## src/rtl/uart_word_encoder.sv

```systemverilog
// rtl/uart_word_encoder.sv - response word to ASCII hex byte stream encoder
//
// Purpose:
//   Turns one 34-bit bus response word into ASCII text for the UART transmitter.
//   The text is a code letter, then eight hex digits of the data (most
//   significant nibble first), then TERM_CHAR. A write ack (code 2'b01) has no
//   data digits. The block emits one byte per o_stb/i_busy handshake.
//
// Ports:
//   i_clk    - system clock
//   i_reset  - synchronous, active-high reset
//   i_stb    - input word valid; it is accepted only while o_busy=0
//   i_word   - [33:32] response code, [31:0] response data
//   o_busy   - encoder occupied; upstream must hold off
//   o_stb    - o_byte valid
//   o_byte   - ASCII byte toward the transmitter
//   i_busy   - transmitter busy; a byte transfers when o_stb=1 and i_busy=0
//
// Build option:
//   UART_WORD_ENCODER_NEWLINE_EN - when defined, CR (0x0D) and LF (0x0A) follow
//   TERM_CHAR on every word.

module uart_word_encoder #(
    parameter logic [7:0] TERM_CHAR = 8'h45,
    parameter bit         LOWER_HEX = 1'b1
) (
    input  logic        i_clk,
    input  logic        i_reset,
    input  logic        i_stb,
    input  logic [33:0] i_word,
    output logic        o_busy,
    output logic        o_stb,
    output logic [7:0]  o_byte,
    input  logic        i_busy
);

`ifdef UART_WORD_ENCODER_NEWLINE_EN
    typedef enum logic [2:0] {
        ST_IDLE   = 3'd0,
        ST_PREFIX = 3'd1,
        ST_HEX    = 3'd2,
        ST_TERM   = 3'd3,
        ST_CR     = 3'd4,
        ST_LF     = 3'd5
    } state_t;
`else
    typedef enum logic [2:0] {
        ST_IDLE   = 3'd0,
        ST_PREFIX = 3'd1,
        ST_HEX    = 3'd2,
        ST_TERM   = 3'd3
    } state_t;
`endif

    localparam logic [1:0] CODE_WRITE_ACK = 2'b01;

    state_t      state_q;
    logic [31:0] shreg_q;   // data nibbles; the next digit is always in [31:28]
    logic [1:0]  code_q;
    logic [2:0]  cnt_q;     // digits already transferred in ST_HEX
    logic        stb_q;
    logic        busy_q;
    logic [7:0]  byte_q;

    logic        xfer;

    assign o_stb  = stb_q;
    assign o_busy = busy_q;
    assign o_byte = byte_q;

    // A byte leaves only when it is presented and the transmitter is free.
    assign xfer = stb_q & ~i_busy;

    function automatic logic [7:0] prefix_char(input logic [1:0] code);
        logic [7:0] c;
        case (code)
            2'b00:   c = 8'h52; // 'R'
            2'b01:   c = 8'h57; // 'W'
            2'b10:   c = 8'h41; // 'A'
            default: c = 8'h53; // 'S'
        endcase
        return c;
    endfunction

    // The letter offset is subtracted by 10 so that the nibble adds directly:
    // 0x57 + 10 = 'a', 0x37 + 10 = 'A'.
    function automatic logic [7:0] hex_char(input logic [3:0] nib);
        logic [7:0] c;
        if (nib < 4'd10) begin
            c = 8'h30 + {4'h0, nib};
        end else if (LOWER_HEX) begin
            c = 8'h57 + {4'h0, nib};
        end else begin
            c = 8'h37 + {4'h0, nib};
        end
        return c;
    endfunction

    always_ff @(posedge i_clk) begin
        if (i_reset) begin
            state_q <= ST_IDLE;
            shreg_q <= 32'h0;
            code_q  <= 2'b00;
            cnt_q   <= 3'd0;
            stb_q   <= 1'b0;
            busy_q  <= 1'b0;
            byte_q  <= 8'h00;
        end else begin
            case (state_q)
                // busy_q is always low here, so i_stb alone is an accept.
                ST_IDLE: begin
                    if (i_stb) begin
                        shreg_q <= i_word[31:0];
                        code_q  <= i_word[33:32];
                        byte_q  <= prefix_char(i_word[33:32]);
                        stb_q   <= 1'b1;
                        busy_q  <= 1'b1;
                        state_q <= ST_PREFIX;
                    end
                end

                ST_PREFIX: begin
                    if (xfer) begin
                        if (code_q == CODE_WRITE_ACK) begin
                            byte_q  <= TERM_CHAR;
                            state_q <= ST_TERM;
                        end else begin
                            byte_q  <= hex_char(shreg_q[31:28]);
                            cnt_q   <= 3'd0;
                            state_q <= ST_HEX;
                        end
                    end
                end

                // The byte for the following digit is prepared from [27:24]
                // because the shift lands on the same edge.
                ST_HEX: begin
                    if (xfer) begin
                        shreg_q <= {shreg_q[27:0], 4'h0};
                        cnt_q   <= cnt_q + 3'd1;
                        if (cnt_q == 3'd7) begin
                            byte_q  <= TERM_CHAR;
                            state_q <= ST_TERM;
                        end else begin
                            byte_q  <= hex_char(shreg_q[27:24]);
                        end
                    end
                end

`ifdef UART_WORD_ENCODER_NEWLINE_EN
                ST_TERM: begin
                    if (xfer) begin
                        byte_q  <= 8'h0D;
                        state_q <= ST_CR;
                    end
                end

                ST_CR: begin
                    if (xfer) begin
                        byte_q  <= 8'h0A;
                        state_q <= ST_LF;
                    end
                end

                ST_LF: begin
                    if (xfer) begin
                        stb_q   <= 1'b0;
                        busy_q  <= 1'b0;
                        byte_q  <= 8'h00;
                        state_q <= ST_IDLE;
                    end
                end
`else
                ST_TERM: begin
                    if (xfer) begin
                        stb_q   <= 1'b0;
                        busy_q  <= 1'b0;
                        byte_q  <= 8'h00;
                        state_q <= ST_IDLE;
                    end
                end
`endif

                default: begin
                    stb_q   <= 1'b0;
                    busy_q  <= 1'b0;
                    byte_q  <= 8'h00;
                    state_q <= ST_IDLE;
                end
            endcase
        end
    end

endmodule

```

## config.mk

```make
export PLATFORM = sky130hd
export DESIGN_NAME = uart_word_encoder
export DESIGN_NICKNAME = d
export VERILOG_FILES = /design/src/rtl/uart_word_encoder.sv
export SDC_FILE = /design/constraint.sdc
export NUM_CORES = 1
export LEC_CHECK = 0
export ABC_AREA = 1
export CAP_MARGIN = 20
export CELL_PAD_IN_SITES_DETAIL_PLACEMENT = 2
export CELL_PAD_IN_SITES_GLOBAL_PLACEMENT = 2
export CORE_ASPECT_RATIO = 1.1
export CORE_MARGIN = 4
export CORE_UTILIZATION = 29
export CTS_CLUSTER_DIAMETER = 80
export DETAILED_ROUTE_END_ITERATION = 6
export PLACE_DENSITY = 0.78
export SLEW_MARGIN = 20
export SYNTH_ARGS = -nofsm -noshare
export SYNTH_HDL_FRONTEND = slang
export SYNTH_SLANG_ARGS = --single-unit
```

## constraint.sdc

```tcl
create_clock -name i_clk -period 1.8 [get_ports i_clk]
set_input_delay 0.27 -clock i_clk [delete_from_list [all_inputs] [get_ports i_clk]]
set_output_delay 0.27 -clock i_clk [all_outputs]
set_load 0.1 [all_outputs]
```

* Yosys cells after proc, flatten, opt, wreduce, memory -nomap -nowiden
Cells that the tools add are included.
** Operators by class
- Magnitude comparators :: 2
- Shift operators :: 0
- Divide/modulo/power cells :: 0
- Bitwise operators :: 3
- Reductions and logical operators :: 11
- Multiplexer cells :: 27
- Eq/ne operators :: 13
- Add/sub/neg operators :: 5
- Multipliers :: 0
** Operators by type and width (number)
- 2-to-1 mux 32 bit :: 2
- 2-to-1 mux 8 bit :: 8
- case mux 32 bit (2 select lines) :: 1
- case mux 8 bit (4 select lines) :: 1
- 2-to-1 mux 3 bit :: 8
- adder 7 x 4 -> 8 bit, first input constant :: 2
- case mux 5 bit (3 select lines) :: 1
- adder 6 x 4 -> 7 bit, first input constant :: 2
- inequality test 2 bit, second input constant :: 6
- case mux 3 bit (4 select lines) :: 1
- less-than comparator 4 bit, second input constant :: 2
- AND reduction 4 bit :: 2
- == test 3 x 2 -> 1 bit, second input constant :: 2
- case mux 3 bit (2 select lines) :: 1
- AND reduction 3 bit :: 2
- AND reduction 5 bit :: 1
- == test 2 x 1 -> 1 bit, second input constant :: 2
- nonzero test 2 bit :: 2
- adder 3 x 1 -> 3 bit, second input constant :: 1
- == test 3 x 1 -> 1 bit, second input constant :: 1
- == test 3 bit, second input constant :: 1
- logical NOT 3 bit :: 1
- 2-to-1 mux 1 bit :: 3
- case mux 1 bit (3 select lines) :: 1
- other kinds (6) :: 7
** Storage, ports and cells
- Memories kept :: 0
- Word-level logic and storage cells :: 67
- Bits in registers :: 49
- Memory bits (read-only) :: 0
- Output and inout bits :: 10
- Bits in latches :: 0
- RAM bits :: 0

* Logic depth before layout (Yosys ltp)
Gate-level depths: netlist (run 1).
- Word-level depth :: 5
- Mapped depth :: 10
- Gate-level depth less buffers :: 10

* Worst setup path before layout (run 1)
Ideal clock, no wire load.
- Path kind :: flip-flop to flip-flop
- From :: register, netlist name o_busy
- To :: register state_q[0]
- Arrival :: 1.870 ns
- Clock period less this slack :: 1.989 ns
- Stages on the path, launching flop included :: 8
- Slack :: -0.189 ns
- Buffers on the path :: 0
- Cell sequence :: dfxtp_1 > nand2_1 > o21ai_0 > nand3_2 > nor2_1 > inv_1 > o21ai_0 > a21oi_1
** RTL lines
- end signal, assigned :: RTL line 101 : state_q <= ST_IDLE;
- end signal, assigned :: RTL line 118 : state_q <= ST_PREFIX;
- end signal, assigned :: RTL line 126 : state_q <= ST_TERM;
- end, declared :: RTL line 57 : state_t state_q;

* Worst setup path after layout (run 1)
- From :: register state_q[1]
- To :: register shreg_q[19]
** On the way
- Word-level cells in the longest chain between the ends :: 3
- Elaborated cells on any way between the ends :: 7
- Those cells by class :: eq/ne: 3; mux: 1; reduce/logical: 3
** Ends and longest elaborated chain
- == test 3 x 2 -> 1 bit or logical NOT 3 bit (tied branches) :: RTL line 109 : case (state_q)
- inequality test 2 bit (no source line) or nonzero test 2 bit (tied branches)
- AND reduction 3 bit (no source line)
- end signal, assigned :: RTL line 113 : shreg_q <= i_word[31:0];
- end signal, assigned :: RTL line 139 : shreg_q <= {shreg_q[27:0], 4'h0};
- end, declared :: RTL line 58 : logic [31:0] shreg_q;
Several ways; a longest one is shown, not always the timed one.
A chain may end at the register's enable or synchronous reset.

==> results of run 1 <==
worst max-delay path: stages (launching register included):
cell	delay, ns
dfxtp_1	0.41
inv_1	0.13
ha_4	0.20
inv_2	0.07
or2_4	0.14
o211ai_4	0.12
inv_8	0.23
nand3_1	0.14
o211a_1	0.13
where the power goes:
group / switching, W / total (W) / internal (W) / leakage, nW
combinational: 0.00187 / 0.00283 / 0.000960 / 1.03
sequential: 0.000208 / 0.00161 / 0.00140 / 0.389
clock: 0.000365 / 0.000815 / 0.000450 / 0.0612
total: 0.00244 / 0.00525 / 0.00281 / 1.48
per-layer routing:
metal / share of wire / track usage
met1: 0.43 / 0.175
met2: 0.53 / 0.274
met3: 0.033 / 0.0274
met4: 0.0048 / 0.0274
met5: 0 / 0
cell usage in the layout (no fill, tap or decap), types with 2 or more instances in the layout:
cell	count
a21oi_1	26
inv_1	23
nand2_1	99
o211a_1	21
nor2_2	2
clkbuf_8	6
nand3_1	36
inv_2	2
o21ai_0	27
ha_1	6
buf_6	3
clkdlybuf4s50_1	37
ha_4	2
dfxtp_1	46
nand3_2	6
buf_4	17
nor2_1	9
registers in the layout, summed over array words and instances (netlist names):
| signal | cells |
|---|---|
| o_byte | 7 |
| o_busy | 1 |
| code_q | 2 |
| shreg_q | 32 |
| state_q | 2 |
| cnt_q | 3 |
metrics by stage:
step	utilization	setup slack (ns)	TNS, ns	instance area (sq um)	instances
global route	0.381	-0.0191	-0.0219	3170	491
finish	0.381	0.110	0	3170	491
global placement	0.361	0.114	0	3000	483
CTS	0.376	-0.0141	-0.0141	3130	491
detailed placement	0.361	-0.0961	-0.108	3000	483
floorplan	-	0.164	0	2470	334
logic make-up (layout without fill, tap and decap cells):
| logic type | after synthesis | in the layout | synth area share |
|---|---|---|---|
| AOI/OAI and AO/OA | 77 | 77 | 0.206 |
| DFF | 47 | 47 | 0.382 |
| adders and majority gates | 8 | 8 | 0.0406 |
| and+or+nand+nor | 156 | 156 | 0.279 |
| buffers and inverters | 45 | 91 | 0.0914 |
| other | 1 | 1 | 0.00152 |
area by class of cell:
cell class | count | area [sq um] | share of cell area
multi-input cells | 242 | 1330 | 0.421
flip-flops and latches | 47 | 942 | 0.297
repair buffers | 57 | 532 | 0.168
well taps | 111 | 139 | 0.0438
inverters | 26 | 105 | 0.0332
clock buffers | 6 | 82.6 | 0.0261
clock inverters | 2 | 35.0 | 0.0111
worst max path at each step:
stage	start	end	slack, ns
CTS	state_q[0]$_SDFFE_PP0P_	state_q[0]$_SDFFE_PP0P_	-0.01
global route	state_q[1]$_SDFFE_PP0P_	state_q[0]$_SDFFE_PP0P_	-0.02
global placement	i_stb	shreg_q[21]$_SDFFE_PP0P_	0.11
finish	state_q[1]$_SDFFE_PP0P_	shreg_q[19]$_SDFFE_PP0P_	0.11
detailed placement	state_q[0]$_SDFFE_PP0P_	state_q[0]$_SDFFE_PP0P_	-0.1
floorplan	o_busy$_SDFFE_PP0P_	state_q[0]$_SDFFE_PP0P_	0.16
==> results_dict.tcl, run 1 <==
set metrics [dict create \
    startpoint_type "flop" \
    layout_worst_path_cycle_share 0.939 \
    cts.path.max_buffers 2 \
    synthTopCellsByCount "nand2_1 (99), dfxtp_1 (47), nand3_1 (36)" \
    vias 2369 \
    worstRegToRegCells 8 \
    yosysMostFrequentCell "nand2_1" \
    die_h_um 105 \
    synth_ff_type "dfxtp_1" \
    whs_ns 0.465 \
    cts_hold_buffers 0 \
    cp_max_fo 44 \
    avgSynthCellArea_sq_um 7.38 \
    die_w_um 95.9 \
    postRouteWirelength_um 7150 \
    r2r-end "shreg_q[19]$_SDFFE_PP0P_" \
    nNetsFinal 425 \
    cts_resized 4 \
    cellLeakagePower_nw 1.48 \
    slew_violations 0 \
    postCtsSetupBuffers 0 \
    crit_path_end_kind "flop" \
    fillers 975 \
    ir_drop_uv 453 \
    syn-cell-area_sq_um 2460 \
    setup_viol 0 \
    hp-start "o_byte[3]$_SDFFE_PP0P_" \
    start_util 0.296 \
    grt_pass1_wl_um 11900 \
    min_to "o_byte[3]$_SDFFE_PP0P_" \
    p_total_w 0.00525 \
    drtIter0Drc 56 \
    cp.arrival_ns 1.89 \
    antenna_found_initial 0 \
    ff2ff_setup_slack_ns 0.11 \
    synth_edf_count 0 \
    postRouteAntennaNets 0 \
    grt-ovfl-total 0 \
    syn-num-nets 380 \
    dieArea_sq_um 10000 \
    rr_startpoint "state_q[1]$_SDFFE_PP0P_" \
    root_buffer "clkbuf_8" \
    powerDensity_nw_per_um2 1660 \
    worstPathRequired_ns 2.00 \
    cts_tree "done" \
    max_freq_mhz 592 \
    core_area_sq_um 8320 \
    clk_latency_ns 0.30 \
    port_buffers 46 \
    fin_crit_ns 1.69 \
    post_route_cells_drive_above_1_share 0.121 \
    status "finished clean" \
    gp_congestion 0.782 \
    grt_util_all_layers 0.148 \
    clk_pin_slew_ns 0.09 \
    wl_per_cell_um 14.6 \
    synth_cell_type_count 24 \
    yosys_warnings 0 \
    cts_buffers 5 \
    vias_per_cell 4.82 \
    syn_to_final_growth_pct 28.5 \
    ys_top_cells_by_area "dfxtp_1 (38%), nand2_1 (15%), o211a_1 (8.5%)" \
    num_antenna_cells 0 \
    worst_clock_skew_ns 0.0115 \
    worstHoldPathType "flop to flop" \
    placementRows 35 \
    hpwl_um 5530 \
    dr.pass1.iters 4 \
    htreeDepth 2 \
    cts_sinks 47 \
    synthArstFlopShare 0 \
    grt_max_degree 45 \
    synthCells 334 \
    synth_seq_cells 47 \
    ioPinCount 48 \
    yosys.area.top_type "dfxtp_1" \
    hold_viol 0 \
    synth_top_area_frac 0.382 \
    maxCapViolCount 0 \
    drc 0 \
    grt_pass1_vias 2515 \
    whs_path_depth 2 \
    critical_path_class "flop to flop" \
    ys_seq_area_frac 0.382 \
]
Note: power is estimated with default switching activity, not from simulation.
==> inputs of run 2 (changes only) <==
--- a/config.mk
+++ b/config.mk
@@ -15,7 +15,7 @@
 export CTS_CLUSTER_DIAMETER = 80
 export DETAILED_ROUTE_END_ITERATION = 6
 export PLACE_DENSITY = 0.78
-export SLEW_MARGIN = 20
+export SLEW_MARGIN = 15
 export SYNTH_ARGS = -nofsm -noshare
 export SYNTH_HDL_FRONTEND = slang
 export SYNTH_SLANG_ARGS = --single-unit
==> results of run 2 <==
Same layout as run 1: the final DEF is identical, and so are final timing and power.
